--- src/rtl/stdlatch_bank_pkg.sv ---
// stdlatch_bank_pkg: shared types and helpers for the latch bank.
// Holds the channel state enum, address-width derivation and even parity.
package stdlatch_bank_pkg;

    typedef enum logic [1:0] {
        ST_EMPTY  = 2'd0,
        ST_LOADED = 2'd1,
        ST_LOCKED = 2'd2
    } ch_state_e;

    // Address width for n channels; never narrower than one bit.
    function automatic int aw_of(input int n);
        return (n <= 2) ? 1 : $clog2(n);
    endfunction

    // Even-parity bit: makes the total count of ones (data + bit) even.
    function automatic logic even_par(input logic [31:0] d);
        return ^d;
    endfunction

endpackage

--- src/rtl/stdlatch_bank_cell.sv ---
// stdlatch_bank_cell: one channel of the bank (state, data, optional parity).
// Ports: clk, rst_n (sync active-low), pre_n (sync preset, active-low),
//        wr_hit, wr_lock, wr_data in; data, locked out.
//        With STDLATCH_BANK_PARITY_EN: par out (stored parity bit).
module stdlatch_bank_cell
    import stdlatch_bank_pkg::*;
#(
    parameter int               WIDTH   = 8,
    parameter logic [WIDTH-1:0] PRE_VAL = '1
) (
    input  logic             clk,
    input  logic             rst_n,
    input  logic             pre_n,
    input  logic             wr_hit,
    input  logic             wr_lock,
    input  logic [WIDTH-1:0] wr_data,
`ifdef STDLATCH_BANK_PARITY_EN
    output logic             par,
`endif
    output logic [WIDTH-1:0] data,
    output logic             locked
);

    ch_state_e        state_q, state_d;
    logic [WIDTH-1:0] data_q, data_d;

    // Preset wins; a write only lands when the channel is not locked.
    always_comb begin
        state_d = state_q;
        data_d  = data_q;
        unique case (1'b1)
            !pre_n: begin
                state_d = ST_EMPTY;
                data_d  = PRE_VAL;
            end
            (pre_n && wr_hit && (state_q != ST_LOCKED)): begin
                state_d = wr_lock ? ST_LOCKED : ST_LOADED;
                data_d  = wr_data;
            end
            default: ;
        endcase
    end

    always_ff @(posedge clk) begin
        if (!rst_n) begin
            state_q <= ST_EMPTY;
            data_q  <= PRE_VAL;
        end else begin
            state_q <= state_d;
            data_q  <= data_d;
        end
    end

`ifdef STDLATCH_BANK_PARITY_EN
    logic par_q;

    always_ff @(posedge clk) begin
        if (!rst_n || !pre_n) begin
            par_q <= even_par(32'(PRE_VAL));
        end else if (wr_hit && (state_q != ST_LOCKED)) begin
            par_q <= even_par(32'(wr_data));
        end
    end

    assign par = par_q;
`endif

    assign data   = data_q;
    assign locked = (state_q == ST_LOCKED);

endmodule

--- src/rtl/stdlatch_bank.sv ---
// stdlatch_bank: NCH x WIDTH holding-register bank with preset, write-lock
// and a one-cycle addressed read. Optional parity: STDLATCH_BANK_PARITY_EN.
// Ports: CLK, RST_N (sync active-low), PRE_N[NCH], WR_EN/WR_ADDR/WR_DATA/
//        WR_LOCK, RD_EN/RD_ADDR in; RD_DATA, RD_VALID, Q_ALL, LOCKED, ERR
//        out; RD_PERR out only when parity is enabled.
module stdlatch_bank
    import stdlatch_bank_pkg::*;
#(
    parameter int               WIDTH   = 8,
    parameter int               NCH     = 4,
    parameter logic [WIDTH-1:0] PRE_VAL = '1,
    parameter int               AW      = aw_of(NCH)
) (
    input  logic                 CLK,
    input  logic                 RST_N,
    input  logic [NCH-1:0]       PRE_N,
    input  logic                 WR_EN,
    input  logic [AW-1:0]        WR_ADDR,
    input  logic [WIDTH-1:0]     WR_DATA,
    input  logic                 WR_LOCK,
    input  logic                 RD_EN,
    input  logic [AW-1:0]        RD_ADDR,
    output logic [WIDTH-1:0]     RD_DATA,
    output logic                 RD_VALID,
    output logic [NCH*WIDTH-1:0] Q_ALL,
    output logic [NCH-1:0]       LOCKED,
`ifdef STDLATCH_BANK_PARITY_EN
    output logic                 RD_PERR,
`endif
    output logic                 ERR
);

    logic [WIDTH-1:0] ch_q [NCH];
    logic [NCH-1:0]   wr_hit;
    logic             wr_in_rng;
    logic             rd_in_rng;
    logic [WIDTH-1:0] rd_mux;
    logic             err_d;

    assign wr_in_rng = ({1'b0, WR_ADDR} < (AW+1)'(NCH));
    assign rd_in_rng = ({1'b0, RD_ADDR} < (AW+1)'(NCH));

`ifdef STDLATCH_BANK_PARITY_EN
    logic [NCH-1:0] ch_par;
    logic           rd_par;
    logic           perr_d;
`endif

    for (genvar i = 0; i < NCH; i++) begin : g_ch
        assign wr_hit[i] = WR_EN && (WR_ADDR == AW'(i));

        stdlatch_bank_cell #(
            .WIDTH   (WIDTH),
            .PRE_VAL (PRE_VAL)
        ) u_cell (
            .clk     (CLK),
            .rst_n   (RST_N),
            .pre_n   (PRE_N[i]),
            .wr_hit  (wr_hit[i]),
            .wr_lock (WR_LOCK),
            .wr_data (WR_DATA),
`ifdef STDLATCH_BANK_PARITY_EN
            .par     (ch_par[i]),
`endif
            .data    (ch_q[i]),
            .locked  (LOCKED[i])
        );

        assign Q_ALL[i*WIDTH +: WIDTH] = ch_q[i];
    end

    // Loop mux keeps out-of-range addresses from indexing past the array.
    always_comb begin
        rd_mux = '0;
        for (int i = 0; i < NCH; i++) begin
            if (RD_ADDR == AW'(i)) rd_mux = ch_q[i];
        end
    end

`ifdef STDLATCH_BANK_PARITY_EN
    always_comb begin
        rd_par = 1'b0;
        for (int i = 0; i < NCH; i++) begin
            if (RD_ADDR == AW'(i)) rd_par = ch_par[i];
        end
    end

    assign perr_d = RD_EN && rd_in_rng &&
                    (even_par(32'(rd_mux)) != rd_par);
`endif

    // A preset on the target drops the write silently, so it cannot err.
    always_comb begin
        err_d = 1'b0;
        if (WR_EN && !wr_in_rng)       err_d = 1'b1;
        if (|(wr_hit & LOCKED & PRE_N)) err_d = 1'b1;
        if (RD_EN && !rd_in_rng)       err_d = 1'b1;
`ifdef STDLATCH_BANK_PARITY_EN
        if (perr_d)                    err_d = 1'b1;
`endif
    end

    always_ff @(posedge CLK) begin
        if (!RST_N) begin
            RD_DATA  <= '0;
            RD_VALID <= 1'b0;
            ERR      <= 1'b0;
        end else begin
            RD_VALID <= RD_EN;
            ERR      <= err_d;
            if (RD_EN) RD_DATA <= rd_in_rng ? rd_mux : '0;
        end
    end

`ifdef STDLATCH_BANK_PARITY_EN
    always_ff @(posedge CLK) begin
        if (!RST_N) RD_PERR <= 1'b0;
        else        RD_PERR <= perr_d;
    end
`endif

endmodule

--- config.mk ---
export PLATFORM = sky130hd
export DESIGN_NAME = stdlatch_bank
export DESIGN_NICKNAME = d
export VERILOG_FILES = /design/src/rtl/stdlatch_bank_pkg.sv /design/src/rtl/stdlatch_bank_cell.sv /design/src/rtl/stdlatch_bank.sv
export SDC_FILE = /design/constraint.sdc
export NUM_CORES = 1
export LEC_CHECK = 0
export CORE_ASPECT_RATIO = 1.1
export CORE_MARGIN = 2
export CORE_UTILIZATION = 35
export DETAILED_ROUTE_END_ITERATION = 16
export GPL_TIMING_DRIVEN = 0
export PLACE_DENSITY = 0.65
export RECOVER_POWER = 100
export SYNTH_ARGS = -nofsm -noshare
export SYNTH_HDL_FRONTEND = slang
export SYNTH_SLANG_ARGS = --single-unit
export TNS_END_PERCENT = 20
--- constraint.sdc ---
create_clock -name CLK -period 1.27 [get_ports CLK]
set_clock_uncertainty 0.05 [all_clocks]
set_input_delay 0.254 -clock CLK [delete_from_list [all_inputs] [get_ports CLK]]
set_output_delay 0.254 -clock CLK [all_outputs]
set_load 0.03 [all_outputs]
# Yosys cells after proc, flatten, opt, wreduce, memory -nomap -nowiden
# Cells that the tools add are included.
dict set report word_totals {
  regBits 50
  in_bits 21
  elab_cells 64
}
dict set report op_classes {
  bitwise_logic 2
  reduce_logical 23
  n_eq_ne 14
  n_mux 14
}
# op n
set ops {}
lappend ops {{$pmux 8 s2} 4}
lappend ops {{$mux 8} 4}
lappend ops {{$eq 2x2->1 const B} 8}
lappend ops {{$pmux 2 s2} 4}
lappend ops {{$logic_and 1x1->1} 12}
lappend ops {{$and 4x4->4} 2}
lappend ops {{$ne 2x2->1 const B} 4}
lappend ops {{$reduce_bool 2->1} 4}
lappend ops {{$eq 2x1->1 const B} 2}
lappend ops {{$logic_not 1->1} 4}
lappend ops {{$logic_not 2->1} 2}
lappend ops {{$reduce_or 4->1} 1}
lappend ops {{$mux 2} 1}
lappend ops {{$mux 1} 1}

# Depth between registers and ports, before layout
dict set report depth {
  word_depth 6
  depth_mapped 5
  ltp_nobuf 4
}

# Cells and area by module
# From an unflattened synthesis, not the netlist that was laid out.
dict set report hier_totals {
  hier_cells 238
  area_unflattened_um2 2379.8
}
# mod n_inst area_each_um2 cells_per_inst
set by_module_without_submodules {}
lappend by_module_without_submodules {stdlatch_bank_cell 4 447.9 47}
lappend by_module_without_submodules {stdlatch_bank 1 588.1 50}

# Worst setup path after synthesis
# No wires, ideal clock.
dict set report synth_path {
  kind {register -> register}
  startpoint {reg g_ch[3].u_cell.data_q[0]}
  endpoint {reg RD_DATA[0]}
  path_buffers 0
  arrival_ns 0.984
  slack_ns 0.123
  path_stages_with_launch 4
  cell_sequence {dfxtp_1 -> mux4_2 -> nand2_1 -> nand2_1}
}
dict set report synth_between {
  elab_chain_cells 1
}
# item line
set synth_lines {}
lappend synth_lines {{from (decl)} stdlatch_bank_cell.sv:25} ;# logic [WIDTH-1:0] data_q, data_d;
lappend synth_lines {{from (signal assigned)} stdlatch_bank_cell.sv:50} ;# data_q <= data_d;
lappend synth_lines {{$mux 8} stdlatch_bank.sv:76} ;# if (RD_ADDR == AW'(i)) rd_mux = ch_q[i];
lappend synth_lines {{to (signal assigned)} stdlatch_bank.sv:111} ;# if (RD_EN) RD_DATA <= rd_in_rng ? rd_mux : '0;
lappend synth_lines {{to (decl)} stdlatch_bank.sv:23} ;# output logic [WIDTH-1:0] RD_DATA,
# Every way passes these cells.
# A chain may end at the register's enable or synchronous reset.

# Worst setup path after layout
dict set report layout_path {
  startpoint {reg g_ch[3].u_cell.state_q[0]}
  endpoint {out LOCKED[3]}
}
dict set report layout_between {
  elab_chain_cells 1
}
# item line
set layout_lines {}
lappend layout_lines {{from (decl)} stdlatch_bank_cell.sv:24} ;# ch_state_e state_q, state_d;
lappend layout_lines {{from (signal assigned)} stdlatch_bank_cell.sv:49} ;# state_q <= state_d;
lappend layout_lines {{$eq 2x2->1} stdlatch_bank_cell.sv:69} ;# assign locked = (state_q == ST_LOCKED);
lappend layout_lines {{to (decl)} stdlatch_bank.sv:26} ;# output logic [NCH-1:0] LOCKED,
# Every way passes these cells.

==> impl_metrics.ini <==
[synthesis]
ys_seq_area_frac = 0.4055
synth_cell_types = 29
syn_avg_cell_area_sq_um = 8.632
synth_area_sq_um = 2469
ys_ff_latch = 50
syn-num-nets = 307
synthesis.instances = 286
yosysWarnings = 0

[pwr]
p_per_area_nw_per_um2 = 886.8
p_leak_nw = 1.346
power_mw = 3.003
ir_worst_vdd_v = 0.0004287

[route]
met2WireLength_mm = 3.757
drt_iter0_markers = 118
vias_per_cell = 5.376
route.met3.wl_um = 376
drc = 0
postRouteAntennaNets = 0
wl_met1_mm = 3.305
vias = 2403
drt_wl_total_mm = 7.557
maxUsedRoutingLayer = met4
drt-pass1-iter-count = 5
wl_per_cell_um = 16.91

[finish]
fill_cells = 671
area_delta_synth_final_pct = 37.15
n_antenna_cell = 0
finalInstanceArea_sq_um = 3386
drive_above_1_share = 0.3646
nNetsFinal = 384

[min_path]
hold_class = in2reg
whs_path_depth = 4
holdPathEnd = RD_DATA[1]
min_from = RD_ADDR[0]

[sta]
slew_viol_final = 0
fin_crit_sh = 1.067
setup_viol = 4
hold_ws_ns = 0.3397
max_freq_ghz = 0.7381
worstMarginPinSlew_ns = 0.4538
hold_viol = 0
period_minus_slack_ns = 1.355
setup_ws_ns = -0.08480
rsz0062_at_grt = true
tns_ns = -0.2564
max_slew_margin = 0.6975

[clocking]
clock_path_buffers = 2
hold_buffers = 0
cts_sinks = 50
cts-root-buf = clkbuf_8
h-tree-depth = 2
clk_pin_slew_ns = 0.08
clk-insertion-delay-late_ns = 0.29
numCtsBuffers = 5
cts_tree = done

[floorplan]
die_x_um = 84.08
dieArea_sq_um = 7742
core-area_sq_um = 6927
rows = 32
die_height_um = 92.08
initial_core_util = 0.3564
io_pins = 67

[worst_setup_path]
slowest_stage = dfxtp_2
worstPathCellList = nand2b_4, inv_2, buf_6, buf_6
cp.required_ns = 0.97
reg2reg_from = g_ch[3].u_cell.state_q[0]
reg2regPathDepth = 6
reg2reg_slack_ns = 0.04
worstPathArrival_ns = 1.05
critPathKind = reg2out
r2r_end = g_ch[3].u_cell.data[4]
crit_top_cell = buf_6
worst_path_largest_cell_delay_ns = 0.33
end_kind = primary output
start_kind = register
cp_max_fo = 2

[global_routing]
grt_max_degree = 14
antenna_found_initial = 0
globalRouteOverflowTotal = 0
grt_pass1_wl_mm = 12.28
gr-usage-all-layers = 0.1938
first_global_vias = 2404

[place]
numPortBuffers = 64
place_ws_ns = -0.6805
dpl-instance-area_sq_um = 3216
place_hpwl_mm = 5.457
place_congestion = 0.8375

[status]
outcome = complete, but fails checks
violations = negative setup slack

[flow_run]
max_cap_violations = 0
[cells by family after synthesis]
logic type      after synthesis  synth area share
compound gates               79            0.1759
mux                           8           0.07298
flops                        50            0.4055
buf+inv                      36           0.08008
simple gates                113            0.2656
[cell usage after synthesis]
cell,n,share of area
dfxtp_1,50,0.41
nand2b_1,34,0.086
a21oi_1,32,0.065
nor3_1,32,0.065
o21ai_1,32,0.065
nand2_1,16,0.024
clkbuf_1,14,0.021
buf_4,11,0.033
mux4_2,8,0.073
nand3_1,8,0.016
nand3b_1,8,0.024
a21boi_1,7,0.021
buf_2,5,0.010
o211ai_1,4,0.012
or3_1,4,0.010
inv_1,3,0.0046
and4b_1,2,0.0081
buf_6,2,0.0091
nand4b_1,2,0.0071
o22ai_1,2,0.0051
or2b_1,2,0.0061
a21boi_2,1,0.0046
and2_1,1,0.0025
and4_1,1,0.0035
and4bb_1,1,0.0051
inv_2,1,0.0015
nand4_1,1,0.0025
nand4bb_1,1,0.0046
o21a_1,1,0.0030
[layout by cell type, fill, tap and decap left out, drive strengths merged, types with 3 or more instances in the layout]
| cell type | n |
|---|---|
| o21ai | 32 |
| clkdlybuf4s15 | 7 |
| mux4 | 8 |
| dlygate4sd2 | 3 |
| a21oi | 32 |
| clkdlybuf4s50 | 12 |
| nand3 | 8 |
| o211ai | 4 |
| clkbuf | 50 |
| nand2b | 34 |
| nand3b | 8 |
| buf | 33 |
| nand2 | 16 |
| inv | 4 |
| nor3 | 32 |
| or3 | 4 |
| dfxtp | 50 |
| a21boi | 8 |
[critical path: cells and delay by family, from the launching register on]
family / cells / cell delay (ns)
DFF: 1 / 0.33
buffers and inverters: 3 / 0.28
and+or+nand+nor: 1 / 0.14
[worst max-delay path by stage]
stage                              start                     end  slack, ns  depth (start not counted)
5_1_grt        g_ch[3].u_cell.state_q[0]               LOCKED[3]      -0.11                          4
6_report       g_ch[3].u_cell.state_q[0]               LOCKED[3]      -0.08                          4
4_1_cts        g_ch[3].u_cell.state_q[0]               LOCKED[3]      -0.07                          4
2_1_floorplan     g_ch[3].u_cell.data[0]              RD_DATA[0]       0.12                          3
3_5_place_dp                       RST_N  g_ch[1].u_cell.data[3]      -0.68                          4
3_3_place_gp                       RST_N  g_ch[1].u_cell.data[3]      -0.65                          4
[per-layer routing]
layer | GRT usage | vias up
li1 | - | 1164
met1 | 0.2504 | 1155
met2 | 0.3254 | 72
met3 | 0.03150 | 12
met4 | 0.06989 | 0
met5 | 0 | -
[layout make-up]
| class | instances | area [sq um] | area share |
|---|---|---|---|
| buffer | 28 | 215.2 | 0.06356 |
| multi-input combinational | 200 | 1406 | 0.4154 |
| inverter | 4 | 15.01 | 0.004435 |
| timing repair buffer | 74 | 550.5 | 0.1626 |
| tap | 85 | 106.4 | 0.03141 |
| clock buffer | 6 | 82.58 | 0.02439 |
| sequential | 50 | 1010 | 0.2982 |
[metrics by stage]
step                std cells    util
floorplan                 286       -
global placement          435  0.4642
detailed placement        435  0.4642
CTS                       443  0.4736
global route              447  0.4888
finish                    447  0.4888
[power by group]
group | total (mW) | internal, mW | switching (mW)
Clock | 0.910 | 0.421 | 0.489
Combinational | 0.459 | 0.188 | 0.271
Sequential | 1.63 | 1.61 | 0.0260
[registers in the layout (all words and copies together) (netlist names)]
signal               count
g_ch.u_cell.state_q      8
RD_VALID                 1
RD_DATA                  8
g_ch.u_cell.data        32
ERR                      1
[timing repair]
action / 4_1_cts / 5_1_grt
cloned: 0 / 1
buffers inserted: 6 / 3
pin swaps: 0 / 0
gates resized for setup: 242 / 55
setup endpoints to repair: 94 / 51
No activity file was read; power rests on OpenSTA's default activity.
